===== src/rtl/lcd_pkg.sv =====
// Shared LCD definitions: HD44780 command bytes, operator character codes
// used by the switch stage, and the writer FSM state/phase encodings.
package lcd_pkg;

  localparam logic [7:0] LCD_CMD_FUNC_SET   = 8'h38;
  localparam logic [7:0] LCD_CMD_DISP_ON    = 8'h0C;
  localparam logic [7:0] LCD_CMD_ENTRY_MODE = 8'h06;
  localparam logic [7:0] LCD_CMD_CLEAR      = 8'h01;
  localparam logic [7:0] LCD_CMD_SET_DDRAM  = 8'h80;

  localparam logic [7:0] CHR_BLANK  = 8'h20;
  localparam logic [7:0] CHR_PLUS   = 8'h2B;
  localparam logic [7:0] CHR_MINUS  = 8'h2D;
  localparam logic [7:0] CHR_TIMES  = 8'hD7;
  localparam logic [7:0] CHR_DIVIDE = 8'hFD;

  typedef enum logic [2:0] {
    ST_PWR,
    ST_INIT,
    ST_CLR_DLY,
    ST_IDLE,
    ST_WR_POS,
    ST_WR_CHR
  } lcd_state_e;

  typedef enum logic [1:0] {
    PH_SETUP,
    PH_STROBE,
    PH_HOLD
  } bus_phase_e;

  function automatic logic [7:0] init_cmd(input logic [1:0] idx);
    case (idx)
      2'd0:    init_cmd = LCD_CMD_FUNC_SET;
      2'd1:    init_cmd = LCD_CMD_DISP_ON;
      2'd2:    init_cmd = LCD_CMD_ENTRY_MODE;
      default: init_cmd = LCD_CMD_CLEAR;
    endcase
  endfunction

  function automatic bus_phase_e next_phase(input bus_phase_e ph);
    case (ph)
      PH_SETUP:  next_phase = PH_STROBE;
      PH_STROBE: next_phase = PH_HOLD;
      default:   next_phase = PH_SETUP;
    endcase
  endfunction

endpackage


===== src/rtl/lcd_op_writer_if.sv =====
// Operator-character input plus LCD write-bus outputs of the writer.
interface lcd_op_writer_if;
  logic [7:0] i_char;
  logic       o_lcd_e;
  logic       o_lcd_rs;
  logic       o_lcd_rw;
  logic [7:0] o_lcd_data;
  logic       o_ready;

  modport master (
    output i_char,
    input  o_lcd_e, o_lcd_rs, o_lcd_rw, o_lcd_data, o_ready
  );

  modport slave (
    input  i_char,
    output o_lcd_e, o_lcd_rs, o_lcd_rw, o_lcd_data, o_ready
  );
endinterface


===== src/rtl/lcd_tick_gen.sv =====
// Free-running divider: one-clk o_tick pulse every TICK_DIV clk cycles.
module lcd_tick_gen #(
  parameter int unsigned TICK_DIV = 50000
) (
  input  logic clk,
  input  logic rst,
  output logic o_tick
);

  localparam int unsigned CNT_W = (TICK_DIV > 1) ? $clog2(TICK_DIV) : 1;
  localparam logic [CNT_W-1:0] CNT_LAST = CNT_W'(TICK_DIV - 1);

  logic [CNT_W-1:0] cnt_q, cnt_d;

  always_comb begin
    o_tick = (cnt_q == CNT_LAST);
    cnt_d  = o_tick ? '0 : cnt_q + CNT_W'(1);
  end

  always_ff @(posedge clk) begin
    if (rst) cnt_q <= '0;
    else     cnt_q <= cnt_d;
  end

endmodule


===== src/rtl/lcd_op_writer.sv =====
// Initialises an HD44780-style LCD, then rewrites the operator character at
// DISP_ADDR whenever i_char differs from the character last written.
module lcd_op_writer
  import lcd_pkg::*;
#(
  parameter int unsigned TICK_DIV  = 50000,
  parameter int unsigned PWR_WAIT  = 20,
  parameter int unsigned CLR_WAIT  = 2,
  parameter logic [6:0]  DISP_ADDR = 7'h0F
) (
  input logic           clk,
  input logic           rst,
  lcd_op_writer_if.slave bus
);

  localparam int unsigned WAIT_MAX = (PWR_WAIT > CLR_WAIT) ? PWR_WAIT : CLR_WAIT;
  localparam int unsigned WAIT_W   = $clog2(WAIT_MAX + 1);
  localparam logic [WAIT_W-1:0] PWR_LAST = WAIT_W'(PWR_WAIT - 1);
  localparam logic [WAIT_W-1:0] CLR_LAST = WAIT_W'(CLR_WAIT - 1);

  logic tick;

  lcd_tick_gen #(.TICK_DIV(TICK_DIV)) u_tick (
    .clk    (clk),
    .rst    (rst),
    .o_tick (tick)
  );

  lcd_state_e        state_q,    state_d;
  bus_phase_e        phase_q,    phase_d;
  logic [WAIT_W-1:0] wait_cnt_q, wait_cnt_d;
  logic [1:0]        init_idx_q, init_idx_d;
  logic [7:0]        pending_q,  pending_d;
  logic [7:0]        last_chr_q, last_chr_d;

  always_ff @(posedge clk) begin
    if (rst) begin
      state_q    <= ST_PWR;
      phase_q    <= PH_SETUP;
      wait_cnt_q <= '0;
      init_idx_q <= '0;
      pending_q  <= CHR_BLANK;
      last_chr_q <= CHR_BLANK;
    end else begin
      state_q    <= state_d;
      phase_q    <= phase_d;
      wait_cnt_q <= wait_cnt_d;
      init_idx_q <= init_idx_d;
      pending_q  <= pending_d;
      last_chr_q <= last_chr_d;
    end
  end

  // Bus-cycle states step SETUP->STROBE->HOLD on ticks; HOLD wraps to SETUP,
  // so every bus state is entered with the phase already at SETUP.
  always_comb begin
    state_d    = state_q;
    phase_d    = phase_q;
    wait_cnt_d = wait_cnt_q;
    init_idx_d = init_idx_q;
    pending_d  = pending_q;
    last_chr_d = last_chr_q;
    case (state_q)
      ST_PWR: begin
        if (tick) begin
          if (wait_cnt_q == PWR_LAST) begin
            wait_cnt_d = '0;
            init_idx_d = '0;
            phase_d    = PH_SETUP;
            state_d    = ST_INIT;
          end else begin
            wait_cnt_d = wait_cnt_q + WAIT_W'(1);
          end
        end
      end
      ST_INIT: begin
        if (tick) begin
          phase_d = next_phase(phase_q);
          if (phase_q == PH_HOLD) begin
            if (init_idx_q == 2'd3) state_d    = ST_CLR_DLY;
            else                    init_idx_d = init_idx_q + 2'd1;
          end
        end
      end
      ST_CLR_DLY: begin
        if (tick) begin
          if (wait_cnt_q == CLR_LAST) begin
            wait_cnt_d = '0;
            state_d    = ST_IDLE;
          end else begin
            wait_cnt_d = wait_cnt_q + WAIT_W'(1);
          end
        end
      end
      ST_IDLE: begin
        if (bus.i_char != last_chr_q) begin
          pending_d = bus.i_char;
          phase_d   = PH_SETUP;
          state_d   = ST_WR_POS;
        end
      end
      ST_WR_POS: begin
        if (tick) begin
          phase_d = next_phase(phase_q);
          if (phase_q == PH_HOLD) state_d = ST_WR_CHR;
        end
      end
      ST_WR_CHR: begin
        if (tick) begin
          phase_d = next_phase(phase_q);
          if (phase_q == PH_HOLD) begin
            last_chr_d = pending_q;
            state_d    = ST_IDLE;
          end
        end
      end
      default: state_d = ST_PWR;
    endcase
  end

  always_comb begin
    bus.o_lcd_e    = 1'b0;
    bus.o_lcd_rs   = 1'b0;
    bus.o_lcd_rw   = 1'b0;
    bus.o_lcd_data = '0;
    bus.o_ready    = 1'b0;
    case (state_q)
      ST_INIT: begin
        bus.o_lcd_data = init_cmd(init_idx_q);
        bus.o_lcd_e    = (phase_q == PH_STROBE);
      end
      ST_WR_POS: begin
        bus.o_lcd_data = LCD_CMD_SET_DDRAM | {1'b0, DISP_ADDR};
        bus.o_lcd_e    = (phase_q == PH_STROBE);
      end
      ST_WR_CHR: begin
        bus.o_lcd_rs   = 1'b1;
        bus.o_lcd_data = pending_q;
        bus.o_lcd_e    = (phase_q == PH_STROBE);
      end
      ST_IDLE: bus.o_ready = (bus.i_char == last_chr_q);
      default: ;
    endcase
  end

endmodule

===== src/flat_wrapper.sv =====
// flat-port wrapper written by rule: the top's interface ports become plain ports
module lcd_op_writer_flat import lcd_pkg::*;
#(
  parameter int unsigned TICK_DIV  = 50000,
  parameter int unsigned PWR_WAIT  = 20,
  parameter int unsigned CLR_WAIT  = 2,
  parameter logic [6:0]  DISP_ADDR = 7'h0F
)
  (clk, rst, bus_i_char, bus_o_lcd_e, bus_o_lcd_rs, bus_o_lcd_rw, bus_o_lcd_data, bus_o_ready);
  lcd_op_writer_if bus_i ();
  input logic clk;
  input logic rst;
  input wire logic [$bits(bus_i.i_char)-1:0] bus_i_char;
  output wire logic [$bits(bus_i.o_lcd_e)-1:0] bus_o_lcd_e;
  output wire logic [$bits(bus_i.o_lcd_rs)-1:0] bus_o_lcd_rs;
  output wire logic [$bits(bus_i.o_lcd_rw)-1:0] bus_o_lcd_rw;
  output wire logic [$bits(bus_i.o_lcd_data)-1:0] bus_o_lcd_data;
  output wire logic [$bits(bus_i.o_ready)-1:0] bus_o_ready;
  assign bus_i.i_char = bus_i_char;
  assign bus_o_lcd_e = bus_i.o_lcd_e;
  assign bus_o_lcd_rs = bus_i.o_lcd_rs;
  assign bus_o_lcd_rw = bus_i.o_lcd_rw;
  assign bus_o_lcd_data = bus_i.o_lcd_data;
  assign bus_o_ready = bus_i.o_ready;
  lcd_op_writer #(.TICK_DIV(TICK_DIV), .PWR_WAIT(PWR_WAIT), .CLR_WAIT(CLR_WAIT), .DISP_ADDR(DISP_ADDR)) u_core (.clk(clk), .rst(rst), .bus(bus_i));
endmodule

===== config.mk =====
export PLATFORM = sky130hd
export DESIGN_NAME = lcd_op_writer_flat
export DESIGN_NICKNAME = d
export VERILOG_FILES = /design/src/rtl/lcd_pkg.sv /design/src/rtl/lcd_op_writer_if.sv /design/src/rtl/lcd_tick_gen.sv /design/src/rtl/lcd_op_writer.sv /design/src/flat_wrapper.sv
export SDC_FILE = /design/constraint.sdc
export NUM_CORES = 1
export LEC_CHECK = 0
export ABC_AREA = 1
export BUFFER_PORTS_ARGS = -buffer_cell sky130_fd_sc_hd__buf_2
export CAP_MARGIN = 20
export CORE_ASPECT_RATIO = 0.7
export CORE_UTILIZATION = 35
export DETAILED_ROUTE_END_ITERATION = 16
export SLEW_MARGIN = 0
export SYNTH_ARGS = -nofsm -noshare
export SYNTH_HDL_FRONTEND = slang
export SYNTH_SLANG_ARGS = --single-unit
export TNS_END_PERCENT = 30

===== constraint.sdc =====
create_clock -name clk -period 4.5 [get_ports clk]
set_input_delay 1.35 -clock clk [delete_from_list [all_inputs] [get_ports clk]]
set_output_delay 1.35 -clock clk [all_outputs]
set_load 0.02 [all_outputs]

==> results of run 1 <==
==> cells in the mapped netlist, types with 3 or more instances <==
cell type | n | area [um2]
nor2_4 | 3 | 33.8
buf_2 | 3 | 15.0
a21oi_1 | 22 | 110
nand3_1 | 16 | 80.1
nand2_2 | 3 | 18.8
nor2_2 | 8 | 50.1
inv_1 | 47 | 176
xor2_1 | 4 | 35.0
nor3_1 | 4 | 20.0
nand4_1 | 7 | 43.8
xnor2_1 | 4 | 35.0
ha_1 | 7 | 87.6
o21ai_0 | 22 | 110
nand2_1 | 64 | 240
inv_2 | 6 | 22.5
nor2_1 | 49 | 184
o21ai_1 | 4 | 20.0
and3_1 | 3 | 18.8
dfxtp_1 | 44 | 881
==> stage by stage <==
step | cells | total power [mW] | utilization [%] | hold WS, ps
after floorplan | 348 | 0.421 | - | 418
after global placement | 453 | 0.429 | 40.3 | 434
after detailed placement | 453 | 0.430 | 40.3 | 440
after CTS | 461 | 0.749 | 42.2 | 458
after global routing | 461 | 0.772 | 42.2 | 488
final | 461 | 0.741 | 42.2 | 455
==> area by class of cell <==
cell class,count,area [um2]
fillers,690,3730
multi-input cells,242,1290
flip-flops and latches,44,881
inverters,56,215
well taps,91,114
repair buffers,20,100
clock buffers,6,82.6
clock inverters,2,38.8
==> metal layers <==
| layer | GRT usage (%) | up-vias | routed length [um] |
|---|---|---|---|
| met3 | 3.22 | 5 | 129 |
| met1 | 24.0 | 956 | 3000 |
| met2 | 23.5 | 19 | 2040 |
| met4 | 3.86 | 0 | 47 |
| li1 | - | 1156 | - |
| met5 | 0 | - | 0 |
==> registers in the layout (all words and copies together), names as in the netlist <==
register             count
u_core.pending_q         8
u_core.state_q           3
u_core.last_chr_q        8
u_core.u_tick.cnt_q     16
u_core.phase_q           2
u_core.init_idx_q        2
u_core.wait_cnt_q        5
==> power breakdown <==
| part | switching (mW) | internal, mW |
|---|---|---|
| clock network | 0.139 | 0.182 |
| logic | 0.0174 | 0.0101 |
| registers | 0.00153 | 0.391 |
==> final timing paths <==
path	start	to	slack [ps]	depth (start not counted)
setup / recovery	bus_i_char[7]	bus_o_ready	950	7
hold / removal	u_core.u_tick.cnt_q[0]$_SDFF_PP0_	u_core.u_tick.cnt_q[0]$_SDFF_PP0_	460	1
setup reg to reg	u_core.u_tick.cnt_q[0]$_SDFF_PP0_	u_core.phase_q[1]$_SDFFE_PP0P_	2640	9
hold reg to reg	u_core.u_tick.cnt_q[0]$_SDFF_PP0_	u_core.u_tick.cnt_q[0]$_SDFF_PP0_	460	1
==> cell families after synthesis <==
kind of cell             after synthesis  synth area share [%]
AO/OA/AOI/OAI                         62                  15.0
XOR/XNOR                               8                  2.89
adder cells (fa/ha/maj)                7                  3.61
buffers and inverters                 62                  10.4
flip-flops                            44                  36.3
other                                  1                 0.154
AND/OR/NAND/NOR                      164                  31.7
==> placed cells by master (no fill, tap or decap), types with 4 or more instances in the layout <==
cell type  count
clkbuf_8       6
xnor2_1        4
ha_1           7
inv_1         47
o21ai_1        4
nand4_1        7
nor3_1         4
o21ai_0       22
dfxtp_1       44
nand3_1       16
nand2_1       64
nor2_2         8
nor2_1        49
xor2_1         4
buf_2         20
a21oi_1       22
inv_2          6
==> critical path, cell delays in order <==
cell     delay, ps
buf_2          110
xnor2_1        130
nand2_1         70
nor2_1         170
nand3_1        140
inv_1           70
buf_2          150
==> results_dict.tcl, run 1 <==
set metrics [dict create \
    ys_ff_latch 44 \
    syn-num-nets 365 \
    fin_tns_setup_ps 0 \
    p_leak_nw 1.18 \
    hold_viol 0 \
    synth_flop_cell "dfxtp_1" \
    port_buffers 20 \
    layout.nets 386 \
    arrival_ps 2200 \
    syn_to_final_growth_pct 12.3 \
    layout-drive-gt1-share_pct 16.8 \
    routedWlPerCell_um 11.3 \
    io_pins 22 \
    insertion_delay_ps 300 \
    power_density_nw_per_um2 272 \
    root_buffer "clkbuf_8" \
    syn_inst 348 \
    cp-start-kind "input pin" \
    status "complete, no violations" \
    grt_antenna_before_repair 0 \
    wl_um 5220 \
    dieArea_um2 7280 \
    antenna_left 0 \
    setup_viol 0 \
    slew_viol_final 0 \
    period_share_pct 79.0 \
    stdcell_area_um2 2730 \
    vias 2136 \
    hold_class "reg -> reg" \
    track_usage_pct 16.1 \
    grt_pass1_vias 1978 \
    dp_hpwl_um 4020 \
    clockBufferDepth 2 \
    cap_violations 0 \
    gp_congestion 0.841 \
    rows 24 \
    cts_resized 0 \
    cts_setup_buffers 0 \
    dpl_cell_area_um2 2600 \
    cp_max_fo 3 \
    grt_max_degree 26 \
    yosys_warnings 0 \
    slew-limit-headroom_pct 48.6 \
    cts_tree "done" \
    start_util_pct 37.6 \
    rsz0062_at_grt "no" \
    setup_slack_ps 946 \
    viasPerCell 4.63 \
    clk_pin_slew_worst_paths_ps 80 \
    worst_slew_pin_slew_ps 770 \
    antenna_cells 0 \
    synth-edff-count 0 \
    die_h_um 71.7 \
    firstDrtPassIters 4 \
    netlist-cell-type-count 41 \
    drt_first_iter_violations 115 \
    peakVddDrop_mv 0.146 \
    async_flop_share_pct 0 \
    hold_buffers 0 \
    drt_drc_violations_left 0 \
    max_freq_ghz 0.281 \
    design.core.area_um2 6460 \
    chipWidth_um 102 \
    grt_pass1_wl_um 9140 \
    endpoint_kind "output port" \
    htreeDepth 2 \
    fin_crit_ps 3550 \
    syn_area_um2 2430 \
    cts_sinks 44 \
    cts_made_buffers 5 \
    gr-total-overflow 0 \
    fin_skew_ps 16.4 \
    cp.required_ps 3150 \
    crit_type "in -> out" \
    seq_area_frac_synth_pct 36.3 \
    syn_avg_cell_area_um2 6.98 \
    pre_cts_ws_ps 942 \
]
Note: power is estimated with default switching activity, not from simulation.
==> run 2: changes to the inputs <==
==> constraint.sdc (replaced) <==
create_clock -name clk -period 3.6 [get_ports clk]
set_input_delay 1.08 -clock clk [delete_from_list [all_inputs] [get_ports clk]]
set_output_delay 1.08 -clock clk [all_outputs]
set_load 0.02 [all_outputs]
==> run 2 against run 1 <==
Sequential power up 25%. Die area unchanged. Critical path depth is 2 higher. Critical endpoint unchanged. Highest routed layer unchanged. Utilization unchanged. Flip-flop and latch count unchanged. Power increased by 25%. Non-clock buffer count stayed put. Worst hold slack worse by 3.0 ps.
==> results_dict.tcl, run 2 (same netlist as run 1, synthesis figures left out) <==
set metrics [dict create \
    status "complete, no violations" \
    rows 24 \
    htreeDepth 2 \
    post-route-util_pct 42.2 \
    cp_max_fo 3 \
    drt_first_iter_violations 93 \
    routedWlPerCell_um 11.5 \
    grt_pass1_vias 2027 \
    gr-total-overflow 0 \
    vias 2145 \
    setup_viol 0 \
    hold_class "reg -> reg" \
    hold_buffers 0 \
    cts_sinks 44 \
    worst_slew_pin_slew_ps 775 \
    design.core.area_um2 6460 \
    cts_made_buffers 5 \
    port_buffers 20 \
    cts_setup_buffers 0 \
    peakVddDrop_mv 0.184 \
    critPathMostFrequentCell "nand2_1" \
    arrival_ps 1920 \
    crit_slowest_cell "buf_2" \
    pre_cts_ws_ps 593 \
    wl_um 5290 \
    clockBufferDepth 2 \
    viasPerCell 4.65 \
    antenna_left 0 \
    period_share_pct 83.4 \
    drt_drc_violations_left 0 \
    grt_use_met3_pct 3.41 \
    slew_viol_final 0 \
    layout.nets 386 \
    chipWidth_um 102 \
    clk_pin_slew_worst_paths_ps 80 \
    fillers 695 \
    cts_resized 0 \
    fin_skew_ps 14.9 \
    final_cell_count_no_fill 461 \
    layout-drive-gt1-share_pct 16.8 \
    endpoint_kind "output port" \
    top_regs "u_core.u_tick.cnt_q (16), u_core.last_chr_q (8), u_core.pending_q (8)" \
    grt_use_met1_pct 23.5 \
    root_buffer "clkbuf_8" \
    grt_pass1_wl_um 9300 \
    setup_slack_ps 598 \
    start_util_pct 37.6 \
    hold_viol 0 \
    die_h_um 71.7 \
    final_cell_mix "nand2_1, nor2_1, inv_1" \
    track_usage_pct 16.2 \
    cp-start-kind "input pin" \
    rsz0062_at_grt "no" \
    firstDrtPassIters 4 \
    slew-limit-headroom_pct 48.3 \
    regMostFlops "u_core.u_tick.cnt_q" \
    cap_violations 0 \
    dieArea_um2 7280 \
    power_density_nw_per_um2 341 \
    syn_to_final_growth_pct 12.3 \
    p_leak_nw 1.18 \
    io_pins 22 \
    use_met2_pct 24.2 \
    crit_type "in -> out" \
    max_stage_delay_ps 150 \
    layout_commonest_cell "nand2_1" \
    fin_crit_ps 3000 \
    max_freq_ghz 0.333 \
    crit_chain "buf_2 > inv_1 > nand2_1 > nand2_1 > nand2_1 > nor2_1 > nand3_1 > inv_1 > buf_2" \
    cts_tree "done" \
    p_total_mw 0.928 \
    gp_congestion 0.841 \
    antenna_cells 0 \
    dp_hpwl_um 4010 \
    largest_reg_flops 16 \
    busiest_layer "met2" \
    cp.required_ps 2520 \
    fin_tns_setup_ps 0 \
    place_inst 453 \
    grt_antenna_before_repair 0 \
    insertion_delay_ps 300 \
    grt_max_degree 26 \
    ff2ff_setup_slack_ps 1770 \
]
[run 2: cell counts in the layout (fill, tap and decap cells not counted)]
Identical to the previous run, type by type.
[run 2: worst max-delay path, delay by kind of cell]
kind | cells | cell delay, ps
buffers and inverters | 4 | 380
AND/OR/NAND/NOR | 5 | 460
[run 2: per-layer routing]
layer | share of wire (%) | routed length [um]
met3 | 4.8 | 255
met1 | 54 | 2840
met2 | 41 | 2160
met5 | 0 | 0
met4 | 0.66 | 35
[run 2: final timing paths]
path,cells after the start,end,startpoint
worst min-delay path,1,u_core.u_tick.cnt_q[0]$_SDFF_PP0_,u_core.u_tick.cnt_q[0]$_SDFF_PP0_
worst max register to register,9,u_core.phase_q[1]$_SDFFE_PP0P_,u_core.u_tick.cnt_q[0]$_SDFF_PP0_
worst min register to register,1,u_core.u_tick.cnt_q[0]$_SDFF_PP0_,u_core.u_tick.cnt_q[0]$_SDFF_PP0_
worst max-delay path,9,bus_o_ready,bus_i_char[5]
[run 2: final cells by class]
type	instances	area (um2)	area share [%]
flip-flops and latches	44	881	32.3
clock buffers	6	82.6	3.03
clock inverters	2	38.8	1.42
multi-input cells	242	1290	47.5
repair buffers	20	100	3.67
well taps	91	114	4.18
inverters	56	215	7.90
[run 2: per-stage QoR]
step                      hold WS (ps)  instance area (um2)
after global placement             434                 2600
final                              453                 2730
after global routing               472                 2730
after detailed placement           444                 2600
after floorplan                    418                 2430
after CTS                          456                 2730
[run 2: power breakdown]
part / total [mW] / leakage, nW / switching [mW] / internal [mW]
Combinational: 0.0344 / 0.760 / 0.0217 / 0.0126
Sequential: 0.491 / 0.355 / 0.00184 / 0.489
Clock: 0.403 / 0.0614 / 0.176 / 0.227
Total: 0.928 / 1.18 / 0.200 / 0.729
